### config.mk
export PLATFORM = sky130hd
export DESIGN_NAME = pll_cfg_ctrl
export DESIGN_NICKNAME = d
export VERILOG_FILES = /design/src/rtl/pll_cfg_ctrl.sv
export SDC_FILE = /design/constraint.sdc
export NUM_CORES = 1
export LEC_CHECK = 0
export CAP_MARGIN = 15
export CORE_MARGIN = 2
export CORE_UTILIZATION = 58
export CTS_BUF_LIST = sky130_fd_sc_hd__clkbuf_4
export DETAILED_ROUTE_END_ITERATION = 8
export DONT_BUFFER_PORTS = 1
export PLACE_DENSITY = 0.74
export SLEW_MARGIN = 25
export SYNTH_ARGS = -nofsm -noshare
export SYNTH_HDL_FRONTEND = slang
export SYNTH_SLANG_ARGS = --single-unit
### constraint.sdc
create_clock -name clk_i -period 6.2 [get_ports clk_i]
set_clock_uncertainty 0.1 [all_clocks]
set_input_delay 1.24 -clock clk_i [delete_from_list [all_inputs] [get_ports clk_i]]
set_output_delay 1.24 -clock clk_i [all_outputs]
set_load 0.02 [all_outputs]
### src/rtl/pll_cfg_ctrl.sv
// pll_cfg_ctrl: configuration sequencer for the PLL.
// Accepts divider settings over valid/ready and rejects out-of-range ratios.
// It then holds the PLL in reset for a fixed time and waits for a stable,
// synchronised lock under a timeout. Status goes back to the CSR front-end.
// Optional build macro: PLL_CFG_CTRL_AUTO_RELOCK_EN. When it is defined, a
// loss of lock re-runs the reset/lock sequence with the same dividers instead
// of parking in S_ERROR.
//
// state        | meaning
// S_IDLE       | out of reset, PLL held in reset, waiting for first config
// S_RESET      | pll_arst_no low, counting RST_CYCLES
// S_WAIT_LOCK  | PLL released, counting stable lock cycles and timeout
// S_LOCKED     | lock declared, watching for loss of lock
// S_ERROR      | timeout or lost lock, waiting for a new config
module pll_cfg_ctrl #(
    parameter int REF_DIV_WIDTH = 8,
    parameter int FB_DIV_WIDTH  = 12,
    parameter int RST_CYCLES    = 16,
    parameter int LOCK_STABLE   = 8,
    parameter int LOCK_TIMEOUT  = 4096
) (
    input  logic                     clk_i,
    input  logic                     rst_i,
    input  logic [REF_DIV_WIDTH-1:0] cfg_ref_div_i,
    input  logic [FB_DIV_WIDTH-1:0]  cfg_fb_div_i,
    input  logic                     cfg_valid_i,
    output logic                     cfg_ready_o,
    output logic                     pll_arst_no,
    output logic [REF_DIV_WIDTH-1:0] pll_ref_div_o,
    output logic [FB_DIV_WIDTH-1:0]  pll_fb_div_o,
    input  logic                     pll_locked_i,
    output logic                     busy_o,
    output logic                     locked_o,
    output logic                     err_cfg_o,
    output logic                     err_timeout_o,
    output logic                     err_lost_o
);
    // Ratio check width: the wider divider plus headroom for the x100 product.
    localparam int VAL_W = ((REF_DIV_WIDTH > FB_DIV_WIDTH) ? REF_DIV_WIDTH : FB_DIV_WIDTH) + 7;
    localparam int RST_W = $clog2(RST_CYCLES + 1);
    localparam int STB_W = $clog2(LOCK_STABLE + 1);
    localparam int TMO_W = $clog2(LOCK_TIMEOUT + 1);
    localparam logic [RST_W-1:0] RST_LAST = RST_W'(RST_CYCLES - 1);
    localparam logic [STB_W-1:0] STB_DONE = STB_W'(LOCK_STABLE);
    localparam logic [TMO_W-1:0] TMO_DONE = TMO_W'(LOCK_TIMEOUT);

    typedef enum logic [2:0] {
        S_IDLE      = 3'd0,
        S_RESET     = 3'd1,
        S_WAIT_LOCK = 3'd2,
        S_LOCKED    = 3'd3,
        S_ERROR     = 3'd4
    } state_t;

    state_t                   state_q, state_d;
    logic                     lock_s1_q, lock_s2_q;
    logic                     arst_n_q, arst_n_d;
    logic [REF_DIV_WIDTH-1:0] ref_q, ref_d;
    logic [FB_DIV_WIDTH-1:0]  fb_q, fb_d;
    logic                     err_cfg_q, err_cfg_d;
    logic                     err_tmo_q, err_tmo_d;
    logic                     err_lost_q, err_lost_d;
    logic [RST_W-1:0]         rst_cnt_q, rst_cnt_d;
    logic [STB_W-1:0]         stb_cnt_q, stb_cnt_d;
    logic [TMO_W-1:0]         tmo_cnt_q, tmo_cnt_d;

    logic                     lock_sync;
    logic [STB_W-1:0]         stb_nxt;
    logic [TMO_W-1:0]         tmo_nxt;
    logic [VAL_W-1:0]         ref_ext, fb_ext, ref_x100, fb_x100;
    logic                     cfg_ok;
    logic                     cfg_accept;

    assign lock_sync = lock_s2_q;

    assign ref_ext  = VAL_W'(cfg_ref_div_i);
    assign fb_ext   = VAL_W'(cfg_fb_div_i);
    assign ref_x100 = ref_ext * VAL_W'(100);
    assign fb_x100  = fb_ext * VAL_W'(100);
    assign cfg_ok   = (ref_ext != '0) && (fb_ext != '0) &&
                      (ref_ext <= fb_x100) && (ref_x100 >= fb_ext);

    assign cfg_ready_o = (state_q == S_IDLE) || (state_q == S_LOCKED) || (state_q == S_ERROR);
    assign cfg_accept  = cfg_valid_i && cfg_ready_o;
    assign busy_o      = (state_q == S_RESET) || (state_q == S_WAIT_LOCK);
    assign locked_o    = (state_q == S_LOCKED);

    assign pll_arst_no   = arst_n_q;
    assign pll_ref_div_o = ref_q;
    assign pll_fb_div_o  = fb_q;
    assign err_cfg_o     = err_cfg_q;
    assign err_timeout_o = err_tmo_q;
    assign err_lost_o    = err_lost_q;

    // A dropout restarts the stable run; both counters saturate.
    assign stb_nxt = !lock_sync ? '0 :
                     (stb_cnt_q == STB_DONE) ? stb_cnt_q : stb_cnt_q + 1'b1;
    assign tmo_nxt = (tmo_cnt_q == TMO_DONE) ? tmo_cnt_q : tmo_cnt_q + 1'b1;

    // Next-state, counter and output-register logic.
    always_comb begin
        state_d    = state_q;
        arst_n_d   = arst_n_q;
        ref_d      = ref_q;
        fb_d       = fb_q;
        err_cfg_d  = 1'b0;
        err_tmo_d  = err_tmo_q;
        err_lost_d = err_lost_q;
        rst_cnt_d  = rst_cnt_q;
        stb_cnt_d  = stb_cnt_q;
        tmo_cnt_d  = tmo_cnt_q;

        case (state_q)
            S_RESET: begin
                if (rst_cnt_q >= RST_LAST) begin
                    state_d   = S_WAIT_LOCK;
                    arst_n_d  = 1'b1;
                    stb_cnt_d = '0;
                    tmo_cnt_d = '0;
                end else begin
                    rst_cnt_d = rst_cnt_q + 1'b1;
                end
            end
            S_WAIT_LOCK: begin
                stb_cnt_d = stb_nxt;
                tmo_cnt_d = tmo_nxt;
                // A stable run that completes on the timeout cycle still counts as lock.
                if (stb_nxt == STB_DONE) begin
                    state_d = S_LOCKED;
                end else if (tmo_nxt == TMO_DONE) begin
                    state_d   = S_ERROR;
                    err_tmo_d = 1'b1;
                end
            end
            S_LOCKED: begin
                if (!lock_sync) begin
                    err_lost_d = 1'b1;
`ifdef PLL_CFG_CTRL_AUTO_RELOCK_EN
                    state_d   = S_RESET;
                    arst_n_d  = 1'b0;
                    rst_cnt_d = '0;
`else
                    state_d = S_ERROR;
`endif
                end
            end
            default: ;
        endcase

        // An accepted config overrides any loss-of-lock decision on the same cycle.
        if (cfg_accept) begin
            if (cfg_ok) begin
                state_d    = S_RESET;
                ref_d      = cfg_ref_div_i;
                fb_d       = cfg_fb_div_i;
                arst_n_d   = 1'b0;
                err_tmo_d  = 1'b0;
                err_lost_d = 1'b0;
                rst_cnt_d  = '0;
            end else begin
                err_cfg_d = 1'b1;
            end
        end
    end

    // State, outputs, counters and the lock synchroniser.
    always_ff @(posedge clk_i) begin
        if (rst_i) begin
            state_q    <= S_IDLE;
            lock_s1_q  <= 1'b0;
            lock_s2_q  <= 1'b0;
            arst_n_q   <= 1'b0;
            ref_q      <= REF_DIV_WIDTH'(1);
            fb_q       <= FB_DIV_WIDTH'(1);
            err_cfg_q  <= 1'b0;
            err_tmo_q  <= 1'b0;
            err_lost_q <= 1'b0;
            rst_cnt_q  <= '0;
            stb_cnt_q  <= '0;
            tmo_cnt_q  <= '0;
        end else begin
            state_q    <= state_d;
            lock_s1_q  <= pll_locked_i;
            lock_s2_q  <= lock_s1_q;
            arst_n_q   <= arst_n_d;
            ref_q      <= ref_d;
            fb_q       <= fb_d;
            err_cfg_q  <= err_cfg_d;
            err_tmo_q  <= err_tmo_d;
            err_lost_q <= err_lost_d;
            rst_cnt_q  <= rst_cnt_d;
            stb_cnt_q  <= stb_cnt_d;
            tmo_cnt_q  <= tmo_cnt_d;
        end
    end

endmodule

After elaboration in Yosys (flattened, before gate mapping) --
Cells that the tools add are included.
Storage, ports and cells: register bits after elaboration 51, logic and storage cells 76
Cells by class: multiply operators 2, mux-type cells 32, add/sub/neg operators 3, bitwise logic cells 1, eq/ne operators 9, $lt $le $gt $ge 3, reductions and logical operators 14
Operators with widths (count):
- $reduce_bool A19 Y1 | 2
- $eq A13 B13 Y1 const B | 2
- $mux W13 | 2
- $pmux W13 S2 | 1
- $mux W5 | 4
- $le A8 B19 Y1 | 1
- $mux W3 | 6
- $mul A12 B5 Y17 const B | 1
- $ge A15 B12 Y1 | 1
- $mux W1 | 14
- $add A13 B1 Y13 const B | 1
- $mul A8 B5 Y13 const B | 1
- $mux W4 | 3
- $pmux W3 S3 | 1
- $eq A4 B4 Y1 const B | 2
- $pmux W4 S2 | 1
- $eq A3 B2 Y1 const B | 2
- $add A5 B1 Y5 const B | 1
- $ge A5 B4 Y1 const B | 1
- $add A4 B1 Y4 const B | 1
- $logic_and A1 B1 Y1 | 4
- $reduce_and A2 Y1 | 2
- $eq A3 B1 Y1 const B | 1
- $eq A3 B3 Y1 const B | 1
- other kinds (6) | 8

Depth between registers and ports, before layout --
Gate-level depths: netlist (run 1).
depth after elaboration 8, mapped depth 18, mapped depth without buffers 17

Least setup slack after synthesis (run 1) --
Ideal clock, no wire load.
path kind input-to-reg, start point input cfg_fb_div_i[1], end point register fb_q[0], in the netlist pll_fb_div_o[0], arrival 4621 ps, required time 5980 ps, cell stages on the path 15, slack 1360 ps, path through ha_1 -> ha_1 -> ha_1 -> inv_1 -> fa_1 -> ha_1 -> nand3_1 -> o221ai_1 -> a211o_1 -> a2111oi_1 -> nand3_1 -> a2111oi_4 -> a211oi_2 -> buf_6 -> mux2i_1
On the way: longest elaborated chain between the ends 5, elaborated cells on any way between the ends 8, classes of those cells 1 x mul; 2 x order compare; 5 x reduce/logical
Ends and longest elaborated chain:
- start, declared | line 25 | input logic [FB_DIV_WIDTH-1:0] cfg_fb_div_i,
- $mul A12 B5 Y17 or $reduce_bool A19 Y1 (tied branches) | line 79, 80
- $le A8 B19 Y1 or $logic_and A1 B1 Y1 (tied branches) | line 81, 80
- $logic_and A1 B1 Y1 | line 80 | assign cfg_ok = (ref_ext != '0) && (fb_ext != '0) &&
- $logic_and A1 B1 Y1 * | line 81 | (ref_ext <= fb_x100) && (ref_x100 >= fb_ext);
- $reduce_and A2 Y1 (no line) *
- end signal, assigned | line 174 | fb_q <= FB_DIV_WIDTH'(1);
- end signal, assigned | line 187 | fb_q <= fb_d;
- end, declared | line 59 | logic [FB_DIV_WIDTH-1:0] fb_q, fb_d;
Mark *: on every way between the ends. The rest lies on a longest branch, timed or not. A chain may end at the register's enable or synchronous reset.

Worst setup path after layout (run 1) --
start point input cfg_ref_div_i[3], end point register fb_q[7], in the netlist pll_fb_div_o[7]
On the way: longest elaborated chain between the ends 5, elaborated cells on any way between the ends 8, classes of those cells 1 x mul; 2 x order compare; 5 x reduce/logical
Ends and longest elaborated chain:
- start, declared | line 24 | input logic [REF_DIV_WIDTH-1:0] cfg_ref_div_i,
- branches (longest 3 deep; another with $ge A15 B12 Y1)
- $logic_and A1 B1 Y1 * | line 81
- $reduce_and A2 Y1 (no line) *
Every way passes the cells marked *.

==> metrics.md, run 1 <==
| Metric | Value |
|---|---|
| Status | `finished clean` |
| N_diodes | `0` |
| Top-area cell type share of the netlist area | `25.39%` |
| Hold Startpoint | `lock_s1_q` |
| Yosys warnings | `0` |
| CTS Hold Bufs | `0` |
| Number of synthesized flops with an enable pin | `0` |
| Max-slew headroom | `45.95%` |
| Routed wl met2 | `5231 um` |
| Syn Std Cell Area | `5026 sq um` |
| Clk root buf | `clkbuf_4` |
| Most frequent cells in the layout | `102 x ha_1, 63 x inv_1, 51 x dfxtp_1, 44 x nand2b_1, 41 x nor2_1` |
| Crit Path Class | `in -> reg` |
| Global route overflow | `0` |
| CTS tree | `yes` |
| Crit-path leading delay family | `adder cells` |
| Pin count of the biggest net entering global routing | `72` |
| Total of max-cap violations | `0` |
| Crit path launch | `cfg_ref_div_i[3]` |
| Die width | `97.09 um` |
| Worst Path Buf+Inv | `3` |
| Worst Path Required | `6430 ps` |
| Most common cell after layout, fill and taps aside | `ha_1` |
| Port bufs | `0` |
| Pwr dens | `196.6 nW/um^2` |
| Core region area | `8299 sq um` |
| Async SR Flop Fraction | `0%` |
| Routability cong. | `0.8441` |
| Synth Area in Simple Gates | `18.94%` |
| Top routing layer in use | `met4` |
| # H-tree levels | `2` |
| CTS Buffer Depth | `2` |
| Synth Register Bits | `51` |
| Final Cycle Share | `85.05%` |
| Nets | `710` |
| RSZ-0062 raised after global routing | `no` |
| Primary FF master, synth | `dfxtp_1` |
| Reg2reg start | `state_q[1]` |
| Vias in the first global route | `3933` |
| Remaining antenna violation count after routing | `0` |
| Clock transition at path regs | `160 ps` |
| Yosys top cell by area | `ha_1` |
| # rows | `33` |
| Worst Tran Pin Value | `802.3 ps` |
| Register area share after synthesis | `20.31%` |
| Number of buffers created by CTS | `5` |
| Sink Count | `51` |
| 1st-iter DRT viols | `166` |
| Vias per inst | `5.806` |
| Setup crit end kind | `register` |
| Multiplexer share of the synthesized area | `4.581%` |
| Detailed Place HPWL | `8605 um` |
| Gates resized, CTS repair | `0` |
| Hold Path Class | `reg -> reg` |
| Synth Area in Compound Gates | `16.11%` |
| I/O pin count | `51` |
| Crit path max-delay cell type | `a211oi_4` |
| Post-synth cell types | `53` |
| Met1 WL | `4711 um` |
| DRT Pass-1 Iters | `4` |
| Post-synthesis xor/xnor area fraction | `3.834%` |
| Initial antenna violation count | `0` |
| Peak Freq | `189.6 MHz` |
| Via count | `3948` |
| DRC Markers | `0` |
| Worst Path Max Fanout | `20` |
| Tmin final | `5273 ps` |
| Dominant cells by area after synthesis | `ha_1 25%, dfxtp_1 20%, nand2b_1 5.5%, inv_1 4.7%, mux2i_1 4.6%` |
| Worst path max stage delay | `660 ps` |
| First-pass GRT wire length | `18430 um` |
| Post-CTS Setup Inserts | `0` |
| Peak supply drop | `112.5 uV` |
| Die Y | `97.09 um` |
| Syn nets | `724` |
| Final Hold Fails | `0` |
| Mean routed wirelength per cell | `15.63 um` |
| Met3 Wirelength | `515 um` |
| CP startpoint kind | `input pin` |
| Leak pwr | `2.353 nW` |
| Starting Density | `60.56%` |
| Final std cells w/o fill | `680` |
| Die ar. | `9426 sq um` |
| Synth Area in Adders | `29.38%` |
| Worst path cell trace | `ha_1 -> ha_1 -> inv_1 -> fa_1 -> inv_1 -> ha_1 -> a21o_1 -> a22oi_1 -> nor2b_1 -> xnor2_1 -> ha_1 -> nand2_1 -> o2111ai_1 -> o31ai_1 -> a211oi_4 -> buf_4 -> mux2i_1` |
| Total wire length | `10630 um` |
| Setup tns final | `0 ps` |
| Max Transition Viols Final | `0` |
| Fillers | `760` |
| Area delta synth->final | `2.066%` |
| Pre-CTS WS | `510.3 ps` |
| Setup violations, final | `0` |
| Avg Cell Area, Syn | `8.548 sq um` |
| GRT Overall Usage | `23.10%` |
| Worst setup margin | `926.8 ps` |
| Layout cell share with drive strength beyond 1 | `4.174%` |
| Clk_lat worst skew | `390 ps` |
| Inst Count DP | `672` |
| Combinational family with the most area after synthesis | `adder cells` |
| Synth Instances | `588` |
| Crit path DAT | `5500 ps` |
| Most frequent CP cell | `ha_1` |
-- worst reg2reg max path: cells and delay by family (launching register included) --
kind / cells / cell delay (ps)
muxes: 1 / 250
and+or+nand+nor: 3 / 610
buffers and inverters: 1 / 450
AOI/OAI and AO/OA: 2 / 990
DFF: 1 / 530
-- kinds of logic (layout without fill, tap and decap cells) --
group                    after synthesis  after routing
AND/OR/NAND/NOR                      176            176
buffers and inverters                 85             72
adder cells (fa/ha/maj)              112            112
AO/OA/AOI/OAI                        119            119
flip-flops                            51             51
XOR/XNOR                              22             22
multiplexers                          23             23
-- final timing paths --
| kind | endpoint | slack [ps] | depth (start not counted) |
|---|---|---|---|
| max | pll_fb_div_o[7] | 930 | 17 |
| min | lock_s2_q | 370 | 1 |
| max reg2reg | pll_fb_div_o[7] | 3210 | 7 |
| min reg2reg | lock_s2_q | 370 | 1 |
-- final cells by class --
class,count,area [sq um],share of cell area [%]
multi-input cells,452,3669,71.51
clock inverters,3,27.53,0.5366
inverters,63,236.5,4.610
well taps,105,131.4,2.561
clock buffers,5,37.54,0.7317
repair buffers,1,7.507,0.1463
flip-flops and latches,51,1021,19.90
-- flip-flops by register name, indices dropped and copies added (netlist names) --
signal	count
tmo_cnt_q	13
pll_fb_div_o	12
err_timeout_o	1
pll_arst_no	1
err_lost_o	1
lock_s1_q	1
pll_ref_div_o	8
rst_cnt_q	5
state_q	3
lock_s2_q	1
err_cfg_o	1
stb_cnt_q	4
-- metrics by stage --
| stage | total power, mW | utilization (%) | hold WS (ps) | instance area [sq um] |
|---|---|---|---|---|
| after floorplan | 0.7730 | - | 313.8 | 5026 |
| after global placement | 0.8350 | 61.03 | 337.7 | 5065 |
| after detailed placement | 0.8505 | 61.03 | 336.6 | 5065 |
| after CTS | 1.018 | 61.81 | 372.7 | 5130 |
| after global routing | 1.094 | 61.81 | 405.2 | 5130 |
| final | 1.009 | 61.81 | 366.7 | 5130 |
-- synthesized netlist by cell type, drive strengths merged, types with 4 or more instances --
master / instances
a211oi: 5
nand2: 25
o21ai: 26
nand4: 4
a2111oi: 4
nand3: 11
nand2b: 44
nor2b: 9
clkbuf: 17
mux2i: 23
ha: 102
nor2: 41
o31ai: 5
nor3: 18
buf: 5
xnor2: 14
and3: 8
o21a: 6
a21o: 11
a21oi: 30
fa: 10
dfxtp: 51
xor2: 8
a22oi: 7
inv: 63
-- power by group --
part / total, mW / switching, mW / internal [mW]
logic: 0.445 / 0.246 / 0.200
registers: 0.396 / 0.0447 / 0.352
clock network: 0.167 / 0.119 / 0.0479
total: 1.01 / 0.410 / 0.599
-- per-layer routing --
layer,vias to the layer above,global-route usage (%)
li1,2017,-
met1,1855,28.71
met2,65,40.49
met3,11,4.604
met4,0,6.609
met5,-,0
No activity file was read; power rests on OpenSTA's default activity.
==> inputs of run 2 (changes only) <==
==> constraint.sdc (replaced) <==
create_clock -name clk_i -period 6.2 [get_ports clk_i]
set_clock_uncertainty 0.1 [all_clocks]
set_input_delay 1.55 -clock clk_i [delete_from_list [all_inputs] [get_ports clk_i]]
set_output_delay 1.55 -clock clk_i [all_outputs]
set_load 0.02 [all_outputs]
==> metrics.md, run 2 (same netlist as run 1, synthesis figures left out) <==
| Metric | Value |
|---|---|
| WHS | `354.3 ps (was 366.7 ps)` |
| Worst path max stage delay | `530 ps (was 660 ps)` |
| Crit path launch | `cfg_ref_div_i[3] (unchanged)` |
| Setup tns final | `0 ps (unchanged)` |
| Die Y | `97.09 um (unchanged)` |
| Hold Path Class | `reg -> reg (unchanged)` |
| I/O pin count | `51 (unchanged)` |
| Pwr dens | `204.5 nW/um^2 (was 196.6 nW/um^2)` |
| Vias per inst | `5.935 (was 5.806)` |
| Most frequent CP cell | `ha_1 (unchanged)` |
| Max Transition Viols Final | `0 (unchanged)` |
| Gates resized, CTS repair | `0 (unchanged)` |
| Remaining antenna violation count after routing | `0 (unchanged)` |
| # H-tree levels | `2 (unchanged)` |
| CTS tree | `yes (unchanged)` |
| Worst Path Required | `6350 ps (was 6430 ps)` |
| # rows | `33 (unchanged)` |
| Layout cell share with drive strength beyond 1 | `4.174% (unchanged)` |
| Pin count of the biggest net entering global routing | `72 (unchanged)` |
| Status | `finished clean (unchanged)` |
| Core region area | `8299 sq um (unchanged)` |
| Clock transition at path regs | `160 ps (about the same)` |
| Setup violations, final | `0 (unchanged)` |
| CTS Buffer Depth | `2 (unchanged)` |
| Area delta synth->final | `2.440% (was 2.066%)` |
| Crit path DAT | `5440 ps (was 5500 ps)` |
| Final core area utilization | `62.04% (was 61.81%)` |
| Nets | `710 (unchanged)` |
| Reg2reg start | `tmo_cnt_q[0] (was state_q[1])` |
| Worst Tran Pin Value | `866.1 ps (was 802.3 ps)` |
| Port bufs | `0 (unchanged)` |
| Tmin final | `5282 ps (was 5273 ps)` |
| GRT Overall Usage | `23.67% (was 23.10%)` |
| Leak pwr | `2.366 nW (was 2.353 nW)` |
| N_diodes | `0 (unchanged)` |
| Total of max-cap violations | `0 (unchanged)` |
| 1st-iter DRT viols | `182 (was 166)` |
| CP startpoint kind | `input pin (unchanged)` |
| Number of buffers created by CTS | `5 (unchanged)` |
| Routability cong. | `0.8982 (was 0.8441)` |
| Total wire length | `11020 um (was 10630 um)` |
| Crit Path Class | `in -> reg (unchanged)` |
| Worst path cell trace | `ha_1 -> ha_1 -> inv_1 -> fa_1 -> inv_1 -> ha_1 -> a21o_1 -> a22oi_1 -> nor2b_1 -> xnor2_1 -> ha_1 -> a21oi_1 -> o2111ai_1 -> o31ai_1 -> a211oi_4 -> buf_4 -> mux2i_1 (was ha_1 -> ha_1 -> inv_1 -> fa_1 -> inv_1 -> ha_1 -> a21o_1 -> a22oi_1 -> nor2b_1 -> xnor2_1 -> ha_1 -> nand2_1 -> o2111ai_1 -> o31ai_1 -> a211oi_4 -> buf_4 -> mux2i_1)` |
| Peak supply drop | `103.2 uV (was 112.5 uV)` |
| Hold Startpoint | `lock_s1_q (unchanged)` |
| Clk root buf | `clkbuf_4 (unchanged)` |
| Most common cell after layout, fill and taps aside | `ha_1 (unchanged)` |
| Sink Count | `51 (unchanged)` |
| Crit path max-delay cell type | `o31ai_1 (was a211oi_4)` |
| Mean routed wirelength per cell | `16.20 um (was 15.63 um)` |
| Setup crit end kind | `register (unchanged)` |
| Register bank with the most flops | `tmo_cnt_q (unchanged)` |
| Peak Freq | `189.3 MHz (was 189.6 MHz)` |
| CTS Hold Bufs | `0 (unchanged)` |
| DRC Markers | `0 (unchanged)` |
| Crit-path leading delay family | `adder cells (unchanged)` |
| Final Hold Fails | `0 (unchanged)` |
| Vias in the first global route | `3987 (was 3933)` |
| Worst Path Buf+Inv | `3 (unchanged)` |
| Die ar. | `9426 sq um (unchanged)` |
| Max-slew headroom | `42.14% (was 45.95%)` |
| Via count | `4036 (was 3948)` |
| Clk_lat worst skew | `380 ps (was 390 ps)` |
| First-pass GRT wire length | `18710 um (was 18430 um)` |
| Most frequent cells in the layout | `102 x ha_1, 63 x inv_1, 51 x dfxtp_1, 44 x nand2b_1, 41 x nor2_1 (unchanged)` |
| RSZ-0062 raised after global routing | `no (unchanged)` |
| Detailed Place HPWL | `8800 um (was 8605 um)` |
| Final Cycle Share | `85.19% (was 85.05%)` |
| DRT Pass-1 Iters | `5 (was 4)` |
| Post-CTS Setup Inserts | `0 (unchanged)` |
| Initial antenna violation count | `0 (unchanged)` |
| Die width | `97.09 um (unchanged)` |
| Starting Density | `60.56% (unchanged)` |
| Global route overflow | `0 (unchanged)` |
| Max reg flops | `13 (unchanged)` |
| Worst Path Max Fanout | `30 (was 20)` |
## run 2: changes by cell type in the layout (fill, tap and decap cells not counted)
| cell | change |
|---|---|
| clkbuf_4 | +1 |
| clkinv_4 | -1 |
| inv_6 | +1 |
| bufinv_16 | +1 |
| inv_8 | -1 |
| clkinvlp_4 | -1 |
## run 2: layer usage
metal / global-route usage (%) / share of wire (%)
met1: 29.15 / 43
met4: 6.176 / 1.7
met3: 3.165 / 3.5
met5: 0 / 0
met2: 43.27 / 52
## run 2: worst register-to-register path, delay by kind of cell (launching register included)
family                     cells  cell delay (ps)
adders and majority gates      1              270
AOI/OAI and AO/OA              3              440
DFF                            1              470
and+or+nand+nor                5             1750
## run 2: power by group
group / switching, mW / internal (mW) / total, mW
Clock: 0.113 / 0.0912 / 0.204
Combinational: 0.251 / 0.201 / 0.452
Sequential: 0.0450 / 0.352 / 0.397
## run 2: stage by stage
stage	power [mW]	std cells	setup WS (ps)	area [sq um]
5_1_grt	1.129	680	644.0	5149
2_1_floorplan	0.7730	588	1050	5026
4_1_cts	1.058	680	947.7	5149
3_3_place_gp	0.8343	672	657.3	5065
6_report	1.053	680	918.5	5149
3_5_place_dp	0.8538	672	542.6	5065
## run 2: layout make-up
cell class / instances / area [sq um]
fill: 744 / 3151
timing repair buffer: 1 / 7.507
clock buffer: 6 / 45.04
multi-input combinational: 452 / 3669
sequential: 51 / 1021
inverter: 63 / 236.5
tap: 105 / 131.4
clock inverter: 2 / 38.79
## run 2: final timing paths
path	to	slack (ps)	depth (start not counted)
max	pll_ref_div_o[1]	920	17
min	lock_s2_q	350	1
max reg2reg	state_q[2]	3110	9
min reg2reg	lock_s2_q	350	1
